$ cat config.mk
export PLATFORM = sky130hd
export DESIGN_NAME = vector_dot_seq
export DESIGN_NICKNAME = d
export VERILOG_FILES = /design/src/rtl/vector_dot_seq.sv
export SDC_FILE = /design/constraint.sdc
export NUM_CORES = 1
export LEC_CHECK = 0
export ABC_CLOCK_PERIOD_IN_PS = 8200
export CAP_MARGIN = 10
export CORE_ASPECT_RATIO = 0.6
export CORE_MARGIN = 2
export CORE_UTILIZATION = 50
export CTS_BUF_LIST = sky130_fd_sc_hd__clkbuf_4 sky130_fd_sc_hd__clkbuf_8
export DETAILED_ROUTE_END_ITERATION = 16
export HOLD_SLACK_MARGIN = 0.06
export PLACE_DENSITY = 0.81
export REMOVE_ABC_BUFFERS = 1
export SYNTH_ARGS = -nofsm -noshare
export SYNTH_HDL_FRONTEND = slang
export SYNTH_SLANG_ARGS = --single-unit
$ cat constraint.sdc
create_clock -name clk -period 8.2 [get_ports clk]
set_input_delay 1.23 -clock clk [delete_from_list [all_inputs] [get_ports clk]]
set_output_delay 1.23 -clock clk [all_outputs]
set_load 0.05 [all_outputs]
$ cat src/rtl/vector_dot_seq.sv
// Master-side sequencer: streams operand pairs from RAM into the vector_dot slave.
// Optional macro VDOT_SEQ_SKIP_ZERO_EN skips slave writes for pairs with a +/-0.0 operand.
module vector_dot_seq #(
    parameter int ADDR_W       = 8,
    parameter int LEN_W        = 7,
    parameter int GAP_CYCLES   = 0,
    parameter int READ_LATENCY = 0
) (
    input  logic              clk,
    input  logic              reset,
    input  logic              start,
    input  logic [ADDR_W-1:0] base,
    input  logic [LEN_W-1:0]  length,
    output logic              busy,
    output logic              done,
    output logic [31:0]       result,
    output logic [ADDR_W-1:0] mem_addr,
    output logic              mem_rd,
    input  logic [31:0]       mem_rdata,
    output logic [1:0]        dp_address,
    output logic [31:0]       dp_writedata,
    output logic              dp_write,
    output logic              dp_read,
    input  logic [31:0]       dp_readdata
);

    typedef enum logic [3:0] {
        S_IDLE,
        S_RDA,
        S_RDB,
        S_CAPB,
        S_WRA,
        S_WRB,
        S_GAP,
        S_TERM,
        S_RD,
        S_RWAIT,
        S_DONE
    } state_t;

    localparam logic [ADDR_W-1:0] A_ONE = ADDR_W'(1);
    localparam logic [ADDR_W-1:0] A_TWO = ADDR_W'(2);
    localparam logic [LEN_W-1:0]  L_ONE = LEN_W'(1);

    state_t            state;
    logic [ADDR_W-1:0] addr;
    logic [LEN_W-1:0]  len_q;
    logic [LEN_W-1:0]  cnt;
    logic [31:0]       a_q;
    logic [31:0]       b_q;
    logic [3:0]        gcnt;
    logic [1:0]        wcnt;

    logic [ADDR_W-1:0] addr_nx;
    logic [LEN_W-1:0]  cnt_nx;
    logic              more_nx;
    logic              more_now;

    assign addr_nx  = addr + A_TWO;
    assign cnt_nx   = cnt + L_ONE;
    assign more_nx  = (cnt_nx != len_q);
    assign more_now = (cnt != len_q);

`ifdef VDOT_SEQ_SKIP_ZERO_EN
    function automatic logic is_zero(input logic [31:0] v);
        return (v[30:0] == 31'd0);
    endfunction
`endif

    // Outputs are registered: each transition loads the strobes of the state entered.
    always_ff @(posedge clk or posedge reset) begin
        if (reset) begin
            state        <= S_IDLE;
            addr         <= '0;
            len_q        <= '0;
            cnt          <= '0;
            a_q          <= '0;
            b_q          <= '0;
            gcnt         <= '0;
            wcnt         <= '0;
            busy         <= 1'b0;
            done         <= 1'b0;
            result       <= '0;
            mem_addr     <= '0;
            mem_rd       <= 1'b0;
            dp_address   <= '0;
            dp_writedata <= '0;
            dp_write     <= 1'b0;
            dp_read      <= 1'b0;
        end else begin
            mem_rd       <= 1'b0;
            mem_addr     <= '0;
            dp_write     <= 1'b0;
            dp_read      <= 1'b0;
            dp_address   <= '0;
            dp_writedata <= '0;
            done         <= 1'b0;
            unique case (state)
                S_IDLE: begin
                    if (start) begin
                        addr   <= base;
                        len_q  <= length;
                        cnt    <= '0;
                        result <= '0;
                        busy   <= 1'b1;
                        if (length == '0) begin
                            state <= S_DONE;
                        end else begin
                            state    <= S_RDA;
                            mem_rd   <= 1'b1;
                            mem_addr <= base;
                        end
                    end
                end
                S_RDA: begin
                    state    <= S_RDB;
                    mem_rd   <= 1'b1;
                    mem_addr <= addr + A_ONE;
                end
                S_RDB: begin
                    a_q   <= mem_rdata;
                    state <= S_CAPB;
                end
                S_CAPB: begin
                    b_q <= mem_rdata;
`ifdef VDOT_SEQ_SKIP_ZERO_EN
                    if (is_zero(a_q) || is_zero(mem_rdata)) begin
                        addr <= addr_nx;
                        cnt  <= cnt_nx;
                        if (more_nx) begin
                            state    <= S_RDA;
                            mem_rd   <= 1'b1;
                            mem_addr <= addr_nx;
                        end else begin
                            state    <= S_TERM;
                            dp_write <= 1'b1;
                        end
                    end else begin
                        state        <= S_WRA;
                        dp_write     <= 1'b1;
                        dp_writedata <= a_q;
                    end
`else
                    state        <= S_WRA;
                    dp_write     <= 1'b1;
                    dp_writedata <= a_q;
`endif
                end
                S_WRA: begin
                    state        <= S_WRB;
                    dp_write     <= 1'b1;
                    dp_address   <= 2'd1;
                    dp_writedata <= b_q;
                end
                S_WRB: begin
                    addr <= addr_nx;
                    cnt  <= cnt_nx;
                    if (GAP_CYCLES > 0) begin
                        state <= S_GAP;
                        gcnt  <= 4'(GAP_CYCLES - 1);
                    end else if (more_nx) begin
                        state    <= S_RDA;
                        mem_rd   <= 1'b1;
                        mem_addr <= addr_nx;
                    end else begin
                        state    <= S_TERM;
                        dp_write <= 1'b1;
                    end
                end
                S_GAP: begin
                    if (gcnt != 4'd0) begin
                        gcnt <= gcnt - 4'd1;
                    end else if (more_now) begin
                        state    <= S_RDA;
                        mem_rd   <= 1'b1;
                        mem_addr <= addr;
                    end else begin
                        state    <= S_TERM;
                        dp_write <= 1'b1;
                    end
                end
                S_TERM: begin
                    state   <= S_RD;
                    dp_read <= 1'b1;
                end
                S_RD: begin
                    if (READ_LATENCY == 0) begin
                        result <= dp_readdata;
                        busy   <= 1'b0;
                        done   <= 1'b1;
                        state  <= S_DONE;
                    end else begin
                        wcnt  <= 2'(READ_LATENCY - 1);
                        state <= S_RWAIT;
                    end
                end
                S_RWAIT: begin
                    if (wcnt == 2'd0) begin
                        result <= dp_readdata;
                        busy   <= 1'b0;
                        done   <= 1'b1;
                        state  <= S_DONE;
                    end else begin
                        wcnt <= wcnt - 2'd1;
                    end
                end
                S_DONE: begin
                    // Zero-length runs arrive still busy: pulse done one cycle later.
                    if (busy) begin
                        busy <= 1'b0;
                        done <= 1'b1;
                    end else begin
                        state <= S_IDLE;
                    end
                end
                default: state <= S_IDLE;
            endcase
        end
    end

endmodule

==> impl_summary.md <==
Final layout
The synthesis-to-finish area growth is 28.5%. The multi-input combinational cells in the finished layout cover a total of 2830 um^2. The antenna cell count is 0. The ratio of cells with drive above 1 in the final layout is 16.7%. Summing all non-filler instances in the final layout gives an area of 9520 um^2. The total number of nets in the final design is 835.

In the final layout, flip-flops and latches occupy 4350 um^2. The fill cell instance count of the final layout is 1064.

Worst setup path
STA puts the critical path data required time at 8.49 ns. The kind of launch point of the worst setup path is an input pin. The critical path is of the in2reg type.

The internal reg-to-reg setup slack is 5.33 ns. Of all nets on the critical path, the largest fanout is 33. The data arrival time of the critical path is 3.56 ns. The critical path endpoint category is a flip-flop.

Clocking
The tree is rooted in a clkbuf_8. The quantity of gates resized following cts is 0. The clock passes through at most 2 buffers. The clock-pin transition on the worst setup and hold timing paths is 0.11 ns. For the worst-skew pair, the clock arrives at the later sink with an insertion delay of 0.44 ns.

The post-CTS setup buffer count is 0. The number of buffers inserted for hold repair after clock tree synthesis is 0. The total clock sinks is 174.

The number of clock buffers added by TritonCTS is 17. In this run the number of H-tree levels came out at 4. TritonCTS built the clock tree.

Power
Sequential cells account for 38.7% of the total power. The combinational group share of total power is 45.6%. The clock network fraction of total power is 15.7%. The analysis attributes to net switching a power of 0.00158 W. The total leakage power is 4.13 nW.

In this run the power density over the cells is 391 nW/um^2. Internal power comes to 0.00214 W. The design draws 0.00372 W.

The worst-case IR drop observed on VDD is 0.000187 V. Net switching is 42.5% of the power.

Placement
The HPWL after detailed placement is 12.1 mm. The port buffer count is 159. The weighted congestion reported at the end of routability-driven placement is 0.911. Timing analysis after detailed placement gives a worst setup slack of 4.41 ns. After detailed placement, the total cell area comes to 9100 um^2.

Timing
The number of endpoints with negative hold slack in the final report is 0. Measured against its own limit, the worst slew margin works out to 22.8%. The transition time at the pin with the least slew margin is 1.16 ns. The maximum clock skew at final layout is 0.0190 ns. The maximum frequency from static timing analysis is 306 MHz.

The share of the clock period used by the worst path is 39.9%. The setup TNS is 0 ns. On the final layout, the worst hold slack is 0.488 ns. The number of max-slew violations in the final report is 0. The final worst slack is 4.93 ns. Subtracting the final worst setup slack from the clock period gives 3.27 ns. Setup repair after global routing left no endpoint under its margin. Setup violations remaining at the end of the flow were counted as 0.

Detailed routing
The number of vias per cell after detailed routing is 5.66. The number of remaining DRC errors is 0. The via total after detailed routing is 5420.

After detailed routing, the total wire length is 17.6 mm. The routed wirelength normalized by instance count is 18.3 um. The number of iterations in the first detailed-routing pass is 5. The post-detailed-route count of antenna-violating nets is 0. The number of DRC violations after detailed-routing iteration 0 is 558.

Logic synthesis
The number of different library cells in the post-synthesis netlist is 64. Among all flip-flop cells after synthesis, the most frequent one is dfrtp_1. The commonest cells after synthesis are dfrtp_1 (174), mux2_2 (64), a22o_1 (63), nand2_1 (49), o21ai_0 (28). The biggest area contributor in the post-synthesis netlist is dfrtp_1. After synthesis, the cell types taking the most area are dfrtp_1 (59%), mux2_2 (9.7%), a22o_1 (7.4%). The register area share after synthesis is 58.8%. The portion of synthesized cell area occupied by the leading cell type is 58.8%. The number of synthesized flops with an enable pin is 0.

The average instance in the mapped netlist occupies 12.3 um^2. The flop and latch count out of synthesis is 174. The area of the mapped netlist is 7410 um^2. The post-synthesis instance total is 604. The fraction of synthesis flops using an asynchronous set or reset pin is 100%. In the post-synthesis netlist, the cell with the most instances is dfrtp_1. Yosys printed 0 warnings.

Flow run
Max-cap violations in this run came to 0.

Global route
The first global-routing pass estimated 28.5 mm of wire. The number of global-route vias before repair came to 5508. The largest net degree at the start of global routing is 101.

Global routing consumed, over all layers together, 23.0% of the routing resources. Summed over all layers, the global routing overflow is 0. The number of antenna violations at the first check in global routing is 0.

Hold path
The classification of the worst-slack hold path is reg2reg.

Floorplan
The die width is 161 um. For this configuration, the core starts out at a cell density of 51.2%. The placeable core region is 14500 um^2. The top-level port count is 161. From bottom edge to top edge, the die measures 98.3 um.

The area of the die is 15800 um^2. The placement row count is 34.

Status
The flow ran to the end, and the final reports show no timing, DRC or antenna violations.
cell usage in the layout (no fill, tap or decap), types with 3 or more instances in the layout:
cell	Yosys	final
dfrtp_1	174	174
clkdlybuf4s50_1	0	159
mux2_2	64	64
a22o_1	63	63
nand2_1	49	49
o21ai_0	28	28
nor2_1	25	24
clkbuf_8	0	18
nand3_1	15	15
inv_1	14	13
a21oi_1	13	13
xor2_1	10	10
xnor2_1	8	8
o211ai_1	7	7
and3_1	7	6
a31oi_1	6	6
nor4_1	6	6
inv_6	0	6
ha_1	6	6
nor3_1	7	5
nor3b_1	4	4
o22ai_1	4	4
inv_8	0	4
nand2b_1	3	3
a22oi_1	3	3
or2_2	3	3
o31ai_1	3	3
buf_4	4	3
kinds of logic (layout without fill, tap and decap cells):
family / after synthesis / after routing / share of synthesized area, %
flops: 174 / 174 / 58.8
compound gates: 151 / 151 / 15.6
buf+inv: 55 / 211 / 3.34
xor+xnor: 19 / 19 / 2.35
mux: 64 / 64 / 9.73
simple gates: 134 / 134 / 9.17
other cells: 1 / 1 / 0.0506
fa+ha+maj: 6 / 6 / 1.01
final timing paths:
kind,from,endpoint,depth (start not counted)
hold reg to reg,b_q[16],dp_writedata[16],1
min in group asynchronous,reset,dp_writedata[22],2
setup reg to reg,state[3],result[30],4
max in group asynchronous,reset,result[31],3
setup / recovery,start,result[30],4
hold / removal,b_q[16],dp_writedata[16],1
through the flow:
stage	utilization [%]	std cells
floorplan	-	564
global placement	62.9	924
CTS	65.6	956
global route	65.8	958
finish	65.8	958
detailed placement	62.9	924
cell type report:
class / instances / area share (%)
multi-input combinational: 375 / 29.7
timing repair buffer: 164 / 17.2
tap: 198 / 2.60
clock inverter: 14 / 1.53
inverter: 15 / 0.644
clock buffer: 18 / 2.60
sequential: 174 / 45.8
state kept, by name (all words and copies together), names as in the netlist:
name          cells
wcnt              2
busy              1
addr              8
result           32
mem_addr          8
gcnt              4
cnt               7
dp_read           1
mem_rd            1
dp_write          1
b_q              32
done              1
dp_writedata     32
dp_address        1
len_q             7
state             4
a_q              32
worst max-delay path: stages:
cell	delay, ns
clkdlybuf4s50_1	0.48
nand3_1	0.64
o21a_1	1.01
o21ai_0	0.21
power groups by stage:
stage	registers [W]	logic (W)	clock network [W]
2_1_floorplan	0.00182	0.000777	0
6_report	0.00144	0.00170	0.000583
3_3_place_gp	0.00143	0.00164	0
3_5_place_dp	0.00145	0.00169	0
5_1_grt	0.00148	0.00182	0.000634
4_1_cts	0.00143	0.00170	0.000600
routing by layer:
metal	vias to the layer above	part of all wire, %	global-route usage [%]
li1	2473	-	-
met1	2712	47	33.2
met2	221	45	35.4
met3	14	6.6	4.72
met4	0	0.89	7.42
met5	-	0	0
(Power assumes the default switching activity.)
